### src/rtl/fan_pkg.sv
// Shared widths, line field offsets and drain state encoding
// for the fan_adder row accumulator.
package fan_pkg;

    localparam int DW_DATA = 8;
    localparam int DW_ROW  = 5;
    localparam int DW_CTRL = 4;
    localparam int DW_LINE = DW_DATA + DW_ROW + DW_CTRL;
    localparam int DW_ACC  = 16;
    localparam int NUM_ROW = 2 ** DW_ROW;

    // Line layout is {ctrl,row,data}, data in the LSBs
    localparam int OFS_DATA = 0;
    localparam int OFS_ROW  = DW_DATA;
    localparam int OFS_CTRL = DW_DATA + DW_ROW;

    typedef enum logic [1:0] {
        ST_IDLE,
        ST_SCAN,
        ST_OUT,
        ST_DONE
    } drain_st_e;

endpackage

### src/rtl/fan_acc_bank.sv
// One accumulator bank: NUM_ROW sums plus touched bits,
// with a write port, a row-clear port and a combinational read.
module fan_acc_bank
    import fan_pkg::*;
(
    input  logic              clk,
    input  logic              rst_n,
    input  logic              add_en_i,
    input  logic [DW_ROW-1:0] add_row_i,
    input  logic [DW_ACC-1:0] add_val_i,
    input  logic              clr_en_i,
    input  logic [DW_ROW-1:0] clr_row_i,
    input  logic [DW_ROW-1:0] rd_row_i,
    output logic [DW_ACC-1:0] rd_acc_o,
    output logic              rd_touch_o
);

    logic [NUM_ROW-1:0][DW_ACC-1:0] acc_q;
    logic [NUM_ROW-1:0]             tch_q;

    always_ff @(posedge clk or negedge rst_n) begin
        if (!rst_n) begin
            acc_q <= '0;
            tch_q <= '0;
        end else begin
            if (add_en_i) begin
                acc_q[add_row_i] <= add_val_i;
                tch_q[add_row_i] <= 1'b1;
            end
            if (clr_en_i) begin
                acc_q[clr_row_i] <= '0;
                tch_q[clr_row_i] <= 1'b0;
            end
        end
    end

    assign rd_acc_o   = acc_q[rd_row_i];
    assign rd_touch_o = tch_q[rd_row_i];

endmodule

### src/rtl/fan_row_accum.sv
// Per-row ping-pong accumulator behind fan_adder; a closed bank
// is drained in ascending row order over a valid/ready port.
module fan_row_accum
    import fan_pkg::*;
(
    input  logic               clk,
    input  logic               rst_n,
    input  logic [DW_LINE-1:0] in_line,
    input  logic               flush,
    output logic               out_valid,
    input  logic               out_ready,
    output logic [DW_ROW-1:0]  out_row,
    output logic [DW_ACC-1:0]  out_data,
    output logic               busy,
    output logic               ovf,
    output logic               flush_err
);

    logic [DW_CTRL-1:0] ctrl;
    logic [DW_ROW-1:0]  row;
    logic [DW_DATA-1:0] data;
    logic               in_vld;
    logic               ctrl_unused;

    assign ctrl        = in_line[OFS_CTRL +: DW_CTRL];
    assign row         = in_line[OFS_ROW +: DW_ROW];
    assign data        = in_line[OFS_DATA +: DW_DATA];
    assign in_vld      = ctrl[DW_CTRL-1];
    assign ctrl_unused = ^ctrl[DW_CTRL-2:0];

    drain_st_e         st_q, st_d;
    logic              act_q, act_d;
    logic [DW_ROW-1:0] ptr_q, ptr_d;
    logic [DW_ROW-1:0] orow_q, orow_d;
    logic [DW_ACC-1:0] odat_q, odat_d;
    logic              ovf_q, ovf_d;
    logic              ferr_q, ferr_d;

    logic [1:0]              add_en;
    logic [1:0]              clr_en;
    logic [1:0]              rd_tch;
    logic [1:0][DW_ROW-1:0]  rd_row;
    logic [1:0][DW_ACC-1:0]  rd_acc;
    logic                    drn;
    logic                    hs;
    logic                    last;
    logic [DW_ACC:0]         sum_w;
    logic [DW_ACC-1:0]       sum_sat;

    assign drn  = ~act_q;
    assign hs   = (st_q == ST_OUT) && out_ready;
    assign last = (ptr_q == DW_ROW'(NUM_ROW - 1));

    // One spare bit catches the carry that triggers saturation
    assign sum_w   = {1'b0, rd_acc[act_q]} + (DW_ACC + 1)'(data);
    assign sum_sat = sum_w[DW_ACC] ? '1 : sum_w[DW_ACC-1:0];

    for (genvar b = 0; b < 2; b++) begin : g_bank
        localparam logic ID = 1'(b);

        assign rd_row[b] = (act_q == ID) ? row : ptr_q;
        assign add_en[b] = in_vld && (act_q == ID);
        assign clr_en[b] = hs && (act_q != ID);

        fan_acc_bank u_bank (
            .clk        (clk),
            .rst_n      (rst_n),
            .add_en_i   (add_en[b]),
            .add_row_i  (row),
            .add_val_i  (sum_sat),
            .clr_en_i   (clr_en[b]),
            .clr_row_i  (ptr_q),
            .rd_row_i   (rd_row[b]),
            .rd_acc_o   (rd_acc[b]),
            .rd_touch_o (rd_tch[b])
        );
    end

    always_ff @(posedge clk or negedge rst_n) begin
        if (!rst_n) begin
            st_q   <= ST_IDLE;
            act_q  <= 1'b0;
            ptr_q  <= '0;
            orow_q <= '0;
            odat_q <= '0;
            ovf_q  <= 1'b0;
            ferr_q <= 1'b0;
        end else begin
            st_q   <= st_d;
            act_q  <= act_d;
            ptr_q  <= ptr_d;
            orow_q <= orow_d;
            odat_q <= odat_d;
            ovf_q  <= ovf_d;
            ferr_q <= ferr_d;
        end
    end

    always_comb begin
        st_d   = st_q;
        act_d  = act_q;
        ptr_d  = ptr_q;
        orow_d = orow_q;
        odat_d = odat_q;
        ovf_d  = ovf_q | (in_vld & sum_w[DW_ACC]);
        ferr_d = ferr_q | (flush & (st_q != ST_IDLE));

        unique case (st_q)
            ST_IDLE: begin
                if (flush) begin
                    act_d = ~act_q;
                    ptr_d = '0;
                    st_d  = ST_SCAN;
                end
            end
            ST_SCAN: begin
                if (rd_tch[drn]) begin
                    orow_d = ptr_q;
                    odat_d = rd_acc[drn];
                    st_d   = ST_OUT;
                end else begin
                    ptr_d = ptr_q + 1'b1;
                    st_d  = last ? ST_DONE : ST_SCAN;
                end
            end
            ST_OUT: begin
                if (out_ready) begin
                    ptr_d = ptr_q + 1'b1;
                    st_d  = last ? ST_DONE : ST_SCAN;
                end
            end
            ST_DONE: begin
                st_d = ST_IDLE;
            end
        endcase
    end

    assign out_valid = (st_q == ST_OUT);
    assign busy      = (st_q != ST_IDLE);
    assign out_row   = orow_q;
    assign out_data  = odat_q;
    assign ovf       = ovf_q;
    assign flush_err = ferr_q;

endmodule

### config.mk
export PLATFORM = sky130hd
export DESIGN_NAME = fan_row_accum
export DESIGN_NICKNAME = d
export VERILOG_FILES = /design/src/rtl/fan_pkg.sv /design/src/rtl/fan_acc_bank.sv /design/src/rtl/fan_row_accum.sv
export SDC_FILE = /design/constraint.sdc
export NUM_CORES = 2
export LEC_CHECK = 0
export ABC_AREA = 1
export CORE_MARGIN = 3
export CORE_UTILIZATION = 35
export DETAILED_ROUTE_END_ITERATION = 8
export MAX_ROUTING_LAYER = met4
export SLEW_MARGIN = 5
export SYNTH_ARGS = -nofsm -noshare
export SYNTH_HDL_FRONTEND = slang
export SYNTH_HIERARCHICAL = 1
export SYNTH_SLANG_ARGS = --single-unit
### constraint.sdc
create_clock -name clk -period 4.7 [get_ports clk]
set_clock_uncertainty 0.1 [all_clocks]
set_input_delay 0.47 -clock clk [delete_from_list [all_inputs] [get_ports clk]]
set_output_delay 0.47 -clock clk [all_outputs]
set_load 0.02 [all_outputs]
==> results.json <==
{
  "status": "finished, final reports clean",
  "slowest_stage": "dfrtp_1",
  "die_x_um": 408,
  "min_path_type": "in -> async",
  "place.gp.congestion": 1.00,
  "syn_to_final_growth_pct": 18.8,
  "groute.usage.overall_pct": 24.4,
  "cts_buffers": 120,
  "cts_tree": "yes",
  "worstMarginPinSlew_ns": 1.31,
  "routed-wl-met3_um": 19100,
  "port_buffers": 42,
  "start_util_pct": 35.4,
  "arrival_ns": 5.17,
  "crit_type": "reg -> reg",
  "drv_cap": 0,
  "finalWirelength_um": 207000,
  "synth_cell_type_count": 31,
  "synth_area_um2": 56500,
  "r2r-start": "ptr_q[0]",
  "cts_max_path_buffers": 3,
  "cts_root_buf": "clkbuf_16",
  "final_nets": 8017,
  "drt_iter0_drc": 5895,
  "worstSetupStartpoint": "ptr_q[0]",
  "clk_pin_slew_ns": 0.06,
  "cp.required_ns": 5.26,
  "drt-wirelength-per-cell_um": 20.2,
  "grt_pass1_vias": 51700,
  "cts-htree-levels": 3,
  "start_kind": "flip-flop",
  "syn_area_per_cell_um2": 7.23,
  "first_pass_iters": 8,
  "multi_input_area_um2": 25800,
  "fmax_mhz": 217,
  "grt_max_degree": 158,
  "antenna_found_initial": 9,
  "dpl.hpwl_um": 136000,
  "grt_pass1_wl_um": 311000,
  "wl_met1_um": 89000,
  "vias_per_cell": 5.31,
  "p_leak_nw": 30.9,
  "critPathMaxStageDelay_ns": 0.40,
  "clock_latency_ns": 0.76,
  "slew_headroom_pct": 12.1,
  "tns_ns": 0,
  "route.detailed.drc": 0,
  "die_h_um": 408,
  "regArea_um2": 28000,
  "drv_slew": 0,
  "syn_inst": 7811,
  "cts_sinks": 1119,
  "num_vias": 54300,
  "drive_above_1_share_pct": 10.8,
  "cp-end-kind": "flip-flop",
  "dieArea_um2": 166000,
  "globalRouteOverflowTotal": 0,
  "rows": 146,
  "synth-seq-cells": 1119,
  "hold_viol_final": 0,
  "fin_ws_ns": 0.0859,
  "num-fill-cells": 16200,
  "cellPowerDensity_nw_per_um2": 932,
  "peakVddDrop_v": 0.00148,
  "setup_viol": 0,
  "final_antenna_net_count": 0,
  "synth_fp_nets": 7847,
  "place_ws_ns": -0.255,
  "cp_max_fo": 32,
  "top_layer": "met4",
  "crit_top_cell": "nand2_1",
  "core-area_um2": 159000,
  "ys_warn_count": 6,
  "io_pins": 46,
  "ys_seq_area_share_pct": 49.6,
  "met2_wirelength_um": 90200,
  "min_period_ns": 4.61,
  "fin_crit_sh_pct": 98.2
}
-- worst paths after layout --
path / slack, ns / depth (start not counted) / to
worst max-delay path: 0.09 / 28 / g_bank[0].u_bank/acc_q[173]
worst min-delay path: 0.19 / 2 / g_bank[1].u_bank/acc_q[319]
worst max register to register: 0.09 / 28 / g_bank[0].u_bank/acc_q[173]
worst min register to register: 0.36 / 2 / ovf
max in group asynchronous: 2.95 / 3 / g_bank[1].u_bank/acc_q[70]
min in group clk: 0.36 / 2 / ovf
-- area by class of cell --
cell class                      instances  area share, %
Tap cell                             2146           4.00
Sequential cell                      1119           41.8
Timing Repair Buffer                  575           8.57
Timing Repair inverter                  3         0.0392
Antenna cell                            8         0.0299
Multi-Input combinational cell       6022           38.5
Inverter                              140          0.840
Clock inverter                         46          0.875
Clock buffer                          177           5.39
-- placed cells by master (no fill, tap or decap), types with 16 or more instances in the layout --
cell type / n
buf_4: 427
clkbuf_16: 133
buf_12: 82
nor2_2: 66
nor2_1: 2273
clkdlybuf4s50_1: 41
nor3_1: 1020
a31oi_1: 16
nand3_1: 875
dfrtp_1: 1118
clkbuf_8: 33
clkbuf_1: 21
clkinv_2: 22
inv_1: 123
nand2_1: 1667
-- cell usage after synthesis --
master	count	share of area, %
nor2_1	2274	15
nand2_1	1683	11
dfrtp_1	1119	50
nor3_1	1026	9.1
nand3_1	880	7.8
clkbuf_1	223	1.5
buf_2	155	1.4
inv_1	127	0.84
buf_1	95	0.63
nor2_2	65	0.72
buf_4	55	0.73
o21ai_0	25	0.22
a31oi_1	16	0.18
ha_1	14	0.31
nand3_2	12	0.21
inv_2	9	0.060
a21oi_1	8	0.071
xor2_1	7	0.11
clkinv_1	4	0.027
buf_6	2	0.040
nand2_2	2	0.022
a21o_1	1	0.013
and2_1	1	0.011
fa_1	1	0.035
nand3b_1	1	0.013
nand4_1	1	0.011
nor3_4	1	0.029
o21a_1	1	0.013
o221ai_1	1	0.016
o22ai_1	1	0.011
or2_0	1	0.011
-- critical path, delay by kind of cell, from the launching register on --
family	cells	cell delay, ns
adders and majority gates	1	0.37
AOI/OAI and AO/OA	2	0.54
DFF	1	0.40
buffers and inverters	7	1.15
and+or+nand+nor	18	1.96
-- registers in the layout, indices dropped and copies added, names as in the netlist --
register             flops
g_bank.u_bank/acc_q   1024
g_bank.u_bank/tch_q     64
ovf                      1
out_row                  5
out_data                16
st_q                     2
ptr_q                    5
act_q                    1
flush_err                1
-- report_power, final --
part           total [W]  internal [W]  leakage (nW)  switching, W
combinational     0.0357        0.0120          14.7        0.0237
sequential        0.0167        0.0142          14.1       0.00253
clock             0.0100       0.00591          2.06       0.00414
-- per-layer routing --
layer	GRT usage, %	vias to the layer above
met4	9.50	0
met5	-	-
met1	33.2	26200
met2	35.9	2246
li1	-	25400
met3	4.95	434
-- cell families (layout without fill, tap and decap cells) --
logic type,Yosys count,in the layout,share of synthesized area [%]
XOR/XNOR,7,7,0.109
flip-flops,1119,1119,49.6
buffers and inverters,670,941,5.19
AND/OR/NAND/NOR,5947,5947,44.2
adder cells (fa/ha/maj),15,15,0.346
AO/OA/AOI/OAI,53,53,0.523
other,0,8,0
-- through the flow --
step	util [%]	hold WS [ns]	power [W]	cells	cell area (µm²)
floorplan	-	0.0744	0.0330	7811	56500
global placement	39.0	0.359	0.0495	9969	62200
detailed placement	39.0	0.359	0.0500	9969	62200
CTS	41.7	0.168	0.0602	10200	66400
global route	42.1	0.232	0.0659	10200	67100
finish	42.1	0.192	0.0625	10200	67100
-- timing repair --
action | in CTS | in global routing
hold buffers | 1 | 0
setup endpoints to repair | 0 | 1024
resized for setup | 0 | 34
buffers inserted | 0 | 20
hold endpoints to repair | 56 | 0
(Power assumes the default switching activity.)
